===== config.mk =====
export PLATFORM = sky130hd
export DESIGN_NAME = mux2_arbiter
export DESIGN_NICKNAME = d
export VERILOG_FILES = /design/src/rtl/mux2_arbiter.sv
export SDC_FILE = /design/constraint.sdc
export NUM_CORES = 1
export LEC_CHECK = 0
export BUFFER_PORTS_ARGS = -buffer_cell sky130_fd_sc_hd__buf_2
export CAP_MARGIN = 20
export CORE_MARGIN = 2
export CORE_UTILIZATION = 35
export DETAILED_ROUTE_END_ITERATION = 8
export PLACE_DENSITY_LB_ADDON = 0.3
export SYNTH_ARGS = -nofsm -noshare
export SYNTH_HDL_FRONTEND = slang
export SYNTH_SLANG_ARGS = --single-unit

===== constraint.sdc =====
create_clock -name clk -period 1.78 [get_ports clk]
set_input_delay 0.178 -clock clk [delete_from_list [all_inputs] [get_ports clk]]
set_output_delay 0.178 -clock clk [all_outputs]
set_load 0.02 [all_outputs]

===== src/rtl/mux2_arbiter.sv =====
// rtl/mux2_arbiter.sv - two-requester round-robin burst arbiter with registered output stage
//
// Shares one WIDTH-bit output channel between requesters A and B. Whole bursts
// are granted (valid/ready/last handshake); each transferred beat is registered
// into a one-deep output stage. sel drives the downstream 2:1 datapath mux
// (0 = A, 1 = B).
//
// Optional feature macro: ARB_PREEMPT_EN
//   defined   - a grant is released after MAX_BURST beats if the other side waits
//   undefined - a grant is held until the source's last beat
//
// Ports:
//   clk, rst_n                    clock, asynchronous active-low reset
//   a_valid/a_data/a_last/a_ready requester A beat handshake
//   b_valid/b_data/b_last/b_ready requester B beat handshake
//   out_valid/out_data/out_last   registered output beat
//   out_ready                     consumer accepts output beat
//   sel                           registered mux select, valid while granted
//   grant_a/grant_b               arbiter currently serving A / B
module mux2_arbiter #(
  parameter int WIDTH     = 32,
  parameter int MAX_BURST = 8,
  parameter int CNT_W     = 4
) (
  input  logic             clk,
  input  logic             rst_n,
  input  logic             a_valid,
  input  logic [WIDTH-1:0] a_data,
  input  logic             a_last,
  output logic             a_ready,
  input  logic             b_valid,
  input  logic [WIDTH-1:0] b_data,
  input  logic             b_last,
  output logic             b_ready,
  output logic             out_valid,
  output logic [WIDTH-1:0] out_data,
  output logic             out_last,
  input  logic             out_ready,
  output logic             sel,
  output logic             grant_a,
  output logic             grant_b
);

  // Reject configurations where the beat counter cannot hold MAX_BURST.
  generate
    if (MAX_BURST < 1 || (2 ** CNT_W) <= MAX_BURST) begin : g_bad_cfg
      $error("mux2_arbiter: need MAX_BURST >= 1 and 2**CNT_W > MAX_BURST");
    end
  endgenerate

  typedef enum logic [1:0] {
    IDLE   = 2'd0,
    BUSY_A = 2'd1,
    BUSY_B = 2'd2
  } state_t;

  state_t state, state_nxt;
  logic   ptr, ptr_nxt;   // 0: A wins a tie, 1: B wins a tie
  logic   sel_nxt;

  logic slot_free;
  logic a_xfer, b_xfer, xfer, xfer_last;
  logic preempt;
  logic release_grant;

  // The output slot can take a beat when empty or being drained this cycle.
  assign slot_free = !out_valid || out_ready;
  assign a_ready   = (state == BUSY_A) && slot_free;
  assign b_ready   = (state == BUSY_B) && slot_free;
  assign grant_a   = (state == BUSY_A);
  assign grant_b   = (state == BUSY_B);

  assign a_xfer    = a_valid && a_ready;
  assign b_xfer    = b_valid && b_ready;
  assign xfer      = a_xfer || b_xfer;
  assign xfer_last = (a_xfer && a_last) || (b_xfer && b_last);

`ifdef ARB_PREEMPT_EN
  logic [CNT_W-1:0] beat_cnt;
  logic [CNT_W-1:0] cnt_inc;
  logic             other_valid;

  // Saturating count of beats moved in the current grant.
  assign cnt_inc     = (beat_cnt >= CNT_W'(MAX_BURST)) ? CNT_W'(MAX_BURST)
                                                       : beat_cnt + 1'b1;
  assign other_valid = (state == BUSY_A) ? b_valid : a_valid;
  // Release only when the other side is actually waiting; a lone requester
  // keeps streaming with the counter parked at MAX_BURST.
  assign preempt     = xfer && (cnt_inc == CNT_W'(MAX_BURST)) && other_valid;

  always_ff @(posedge clk or negedge rst_n) begin
    if (!rst_n) begin
      beat_cnt <= '0;
    end else if (release_grant) begin
      beat_cnt <= '0;
    end else if (xfer) begin
      beat_cnt <= cnt_inc;
    end
  end
`else
  assign preempt = 1'b0;
`endif

  assign release_grant = xfer_last || preempt;

  always_ff @(posedge clk or negedge rst_n) begin
    if (!rst_n) begin
      state <= IDLE;
      ptr   <= 1'b0;
      sel   <= 1'b0;
    end else begin
      state <= state_nxt;
      ptr   <= ptr_nxt;
      sel   <= sel_nxt;
    end
  end

  always_comb begin
    state_nxt = state;
    ptr_nxt   = ptr;
    sel_nxt   = sel;
    case (state)
      IDLE: begin
        if (a_valid && (!b_valid || !ptr)) begin
          state_nxt = BUSY_A;
          sel_nxt   = 1'b0;
        end else if (b_valid) begin
          state_nxt = BUSY_B;
          sel_nxt   = 1'b1;
        end
      end
      BUSY_A: begin
        if (release_grant) begin
          state_nxt = IDLE;
          ptr_nxt   = 1'b1;
        end
      end
      BUSY_B: begin
        if (release_grant) begin
          state_nxt = IDLE;
          ptr_nxt   = 1'b0;
        end
      end
      default: begin
        state_nxt = IDLE;
      end
    endcase
  end

  // One-deep output register; holds its beat while the consumer stalls.
  always_ff @(posedge clk or negedge rst_n) begin
    if (!rst_n) begin
      out_valid <= 1'b0;
      out_data  <= '0;
      out_last  <= 1'b0;
    end else if (xfer) begin
      out_valid <= 1'b1;
      out_data  <= sel ? b_data : a_data;
      out_last  <= sel ? b_last : a_last;
    end else if (out_ready) begin
      out_valid <= 1'b0;
    end
  end

endmodule


==> results_dict.tcl <==
set metrics [dict create \
    synth_compound_area_share_pct 13.40 \
    worstSetupStartpointType "flop" \
    core_region_area_um2 5140 \
    synthesis.yosys.warnings 0 \
    reg_to_reg_start "state[0]" \
    min_period_ns 1.580 \
    placedInstanceArea_um2 2490 \
    std_cell_rows 26 \
    setup_violations 0 \
    cts-buffers-inserted 5 \
    grt_remaining_overflow 0 \
    worst_pin_slew_ns 0.4483 \
    placement.io_buffers 109 \
    yosys.area_share.xor_xnor_pct 0 \
    synth-seq-area-share_pct 50.94 \
    grt_start_max_net_pins 37 \
    postCtsSetupRepairBufs 0 \
    postSynthCellCount 178 \
    vias_per_cell 4.522 \
    final_nets 363 \
    post_synth_instance_area_um2 1867 \
    synth_fp_nets 252 \
    netlist_top_cells_area "dfrtp_1, mux2i_1, a21oi_1" \
    muxShareOfSynthArea_pct 17.69 \
    netlist-cell-type-count 23 \
    global_placement_routability_congestion 0.6906 \
    synth-seq-cells 38 \
    antenna_cells 0 \
    dieHeight_um 77.03 \
    slew_viol_final 0 \
    post-route-period-util_pct 88.76 \
    drt.antenna.violating_nets 0 \
    critical_path.cell_chain "inv_1 -> ha_1 -> nand2_1 -> a21boi_4 -> buf_12 -> nor2_1 -> a21oi_1" \
    area_delta_synth_final_pct 39.75 \
    post_synth_adder_cell_area_pct 2.011 \
    initial_utilization_pct 36.32 \
    floorplan.die_area_um2 5934 \
    critical_path_required_ns 1.99 \
    final.setup.tns_ns 0 \
    power_leakage_nw 1.368 \
    dieWidth_um 77.03 \
    track_usage_pct 14.53 \
    wl_per_cell_um 11.32 \
    fillers 518 \
    clock_sinks 38 \
    clockRootBuffer "clkbuf_8" \
    initial_antenna_violation_count 0 \
    synthesis.area_per_instance_um2 10.49 \
    cts-htree-levels 2 \
    register_area_um2 952.2 \
    cts-root-to-sink-buffers 2 \
    worst_ir_drop_vdd_mv 0.7697 \
    max_freq_mhz 632.9 \
    vias_in_the_first_global_route 1581 \
    crit_fanout 36 \
    tritoncts "built" \
    clkTransAtPathRegs_ns 0.08 \
    dp.final_hpwl_um 3189 \
    skew_ns 0.009702 \
    detail_route.iter0.violations 30 \
    worstPathArrival_ns 1.79 \
    detailedRoute.firstPassIterationCount 4 \
    drv.max_cap_violation_count 0 \
    critPathKind "reg -> reg" \
    min_path_type "in -> reg" \
    critical_path_source "state[0]" \
    global_route_wire_length_before_repair_um 6934 \
    worst_hold_startpoint "a_data[30]" \
    ios 110 \
    largest_family_of_logic_cells_by_synthesized_area "multiplexers" \
    cpMaxStageDelayCell "dfrtp_1" \
    route.final.wire_length_um 4074 \
    worst_setup_path_end_kind "flop" \
    postLayoutCellArea_um2 2609 \
    critical_path.max_stage_delay_ns 0.39 \
    synth_largest_area_cell "dfrtp_1" \
    share_of_the_synthesized_area_in_the_top_cell_type_pct 50.94 \
    drt_drc_violations_left 0 \
    relSlewSlack_pct 70.11 \
    run_status "finished clean" \
    rsz0062_at_grt "no" \
    routed-via-count 1628 \
    worstSkewPairLatency_ns 0.29 \
    post_synth_and_or_nand_nor_area_fraction_pct 10.79 \
    timing.final.hold_violations 0 \
    multi_input_comb_area_um2 827.0 \
    layout-drive-gt1-share_pct 45.17 \
    power.density_nw_per_um2 1855 \
]
metrics by stage:
stage	setup slack, ns	hold WS, ns	utilization (%)	std cells	power, mW
2_1_floorplan	0.2279	-0.1176	-	178	3.423
3_3_place_gp	0.2872	0.1355	48.44	351	4.135
3_5_place_dp	0.2126	0.1488	48.44	351	4.201
4_1_cts	0.1900	0.1770	50.75	360	4.917
5_1_grt	0.05700	0.1841	50.75	360	5.238
6_report	0.2000	0.1777	50.75	360	4.840
worst paths after layout:
kind | cells after the start | slack [ns] | endpoint
worst min register to register | 2 | 0.52 | out_data[23]
worst max-delay path | 7 | 0.20 | out_data[11]
worst min-delay path | 3 | 0.18 | out_data[30]
min in group asynchronous | 2 | 0.36 | out_data[31]
worst max register to register | 7 | 0.20 | out_data[11]
max in group asynchronous | 3 | 0.78 | sel
placed cells by master (no fill, tap or decap), types with 3 or more instances in the layout:
master	instances
a21oi_1	28
mux2i_1	33
buf_4	3
buf_2	109
nor2_1	34
inv_1	4
ha_1	3
nand2_1	5
clkbuf_8	5
a21oi_2	7
dfrtp_1	37
Yosys cell counts:
library cell / count
dfrtp_1: 38
nor2_1: 34
mux2i_1: 33
a21oi_1: 28
a21oi_2: 7
buf_2: 5
nand2_1: 5
inv_1: 4
buf_4: 3
buf_6: 3
ha_1: 3
and2_1: 2
nand3_1: 2
nand4_1: 2
a211o_1: 1
a21boi_2: 1
a2bb2oi_1: 1
a31oi_1: 1
and3_1: 1
nand2b_1: 1
nor3b_1: 1
o21ai_0: 1
o2bb2ai_1: 1
cell type report:
class | instances | area share [%]
Sequential cell | 38 | 36.50
Clock inverter | 3 | 1.535
Clock buffer | 5 | 2.638
Multi-Input combinational cell | 125 | 31.70
Tap cell | 70 | 3.357
Inverter | 4 | 0.5755
Timing Repair Buffer | 115 | 23.69
critical path, delay by kind of cell, from the launching register on:
family | cells | cell delay [ns]
adder cells (fa/ha/maj) | 1 | 0.24
AND/OR/NAND/NOR | 2 | 0.18
flip-flops | 1 | 0.39
buffers and inverters | 2 | 0.31
AO/OA/AOI/OAI | 2 | 0.35
what timing repair did:
item	CTS	global route
hold buffers	1	0
resized for setup	0	0
endpoints found under the hold margin	18	0
per-layer routing:
metal  routed length, µm  up-vias  global-route usage (%)
met5                   0        -                       0
met4                  73        0                   5.536
met3                 381        7                   5.294
met2                1944       72                   24.82
met1                1674      715                   16.60
li1                    -      834                       -
cell families after synthesis:
logic type	Yosys count
compound gates	41
mux	33
buf+inv	15
fa+ha+maj	3
simple gates	48
flops	38
sequential cells by signal, indices dropped and copies added, names as in the netlist:
name and flops:
sel 1, state 2, out_valid 1, out_data 32, ptr 1, out_last 1
where the power goes:
group / internal, mW / leakage [nW] / total [mW] / switching, mW
Clock: 0.412 / 0.0579 / 0.706 / 0.294
Combinational: 1.05 / 0.891 / 2.64 / 1.59
Sequential: 1.29 / 0.419 / 1.49 / 0.199
No activity file was read; power rests on OpenSTA's default activity.
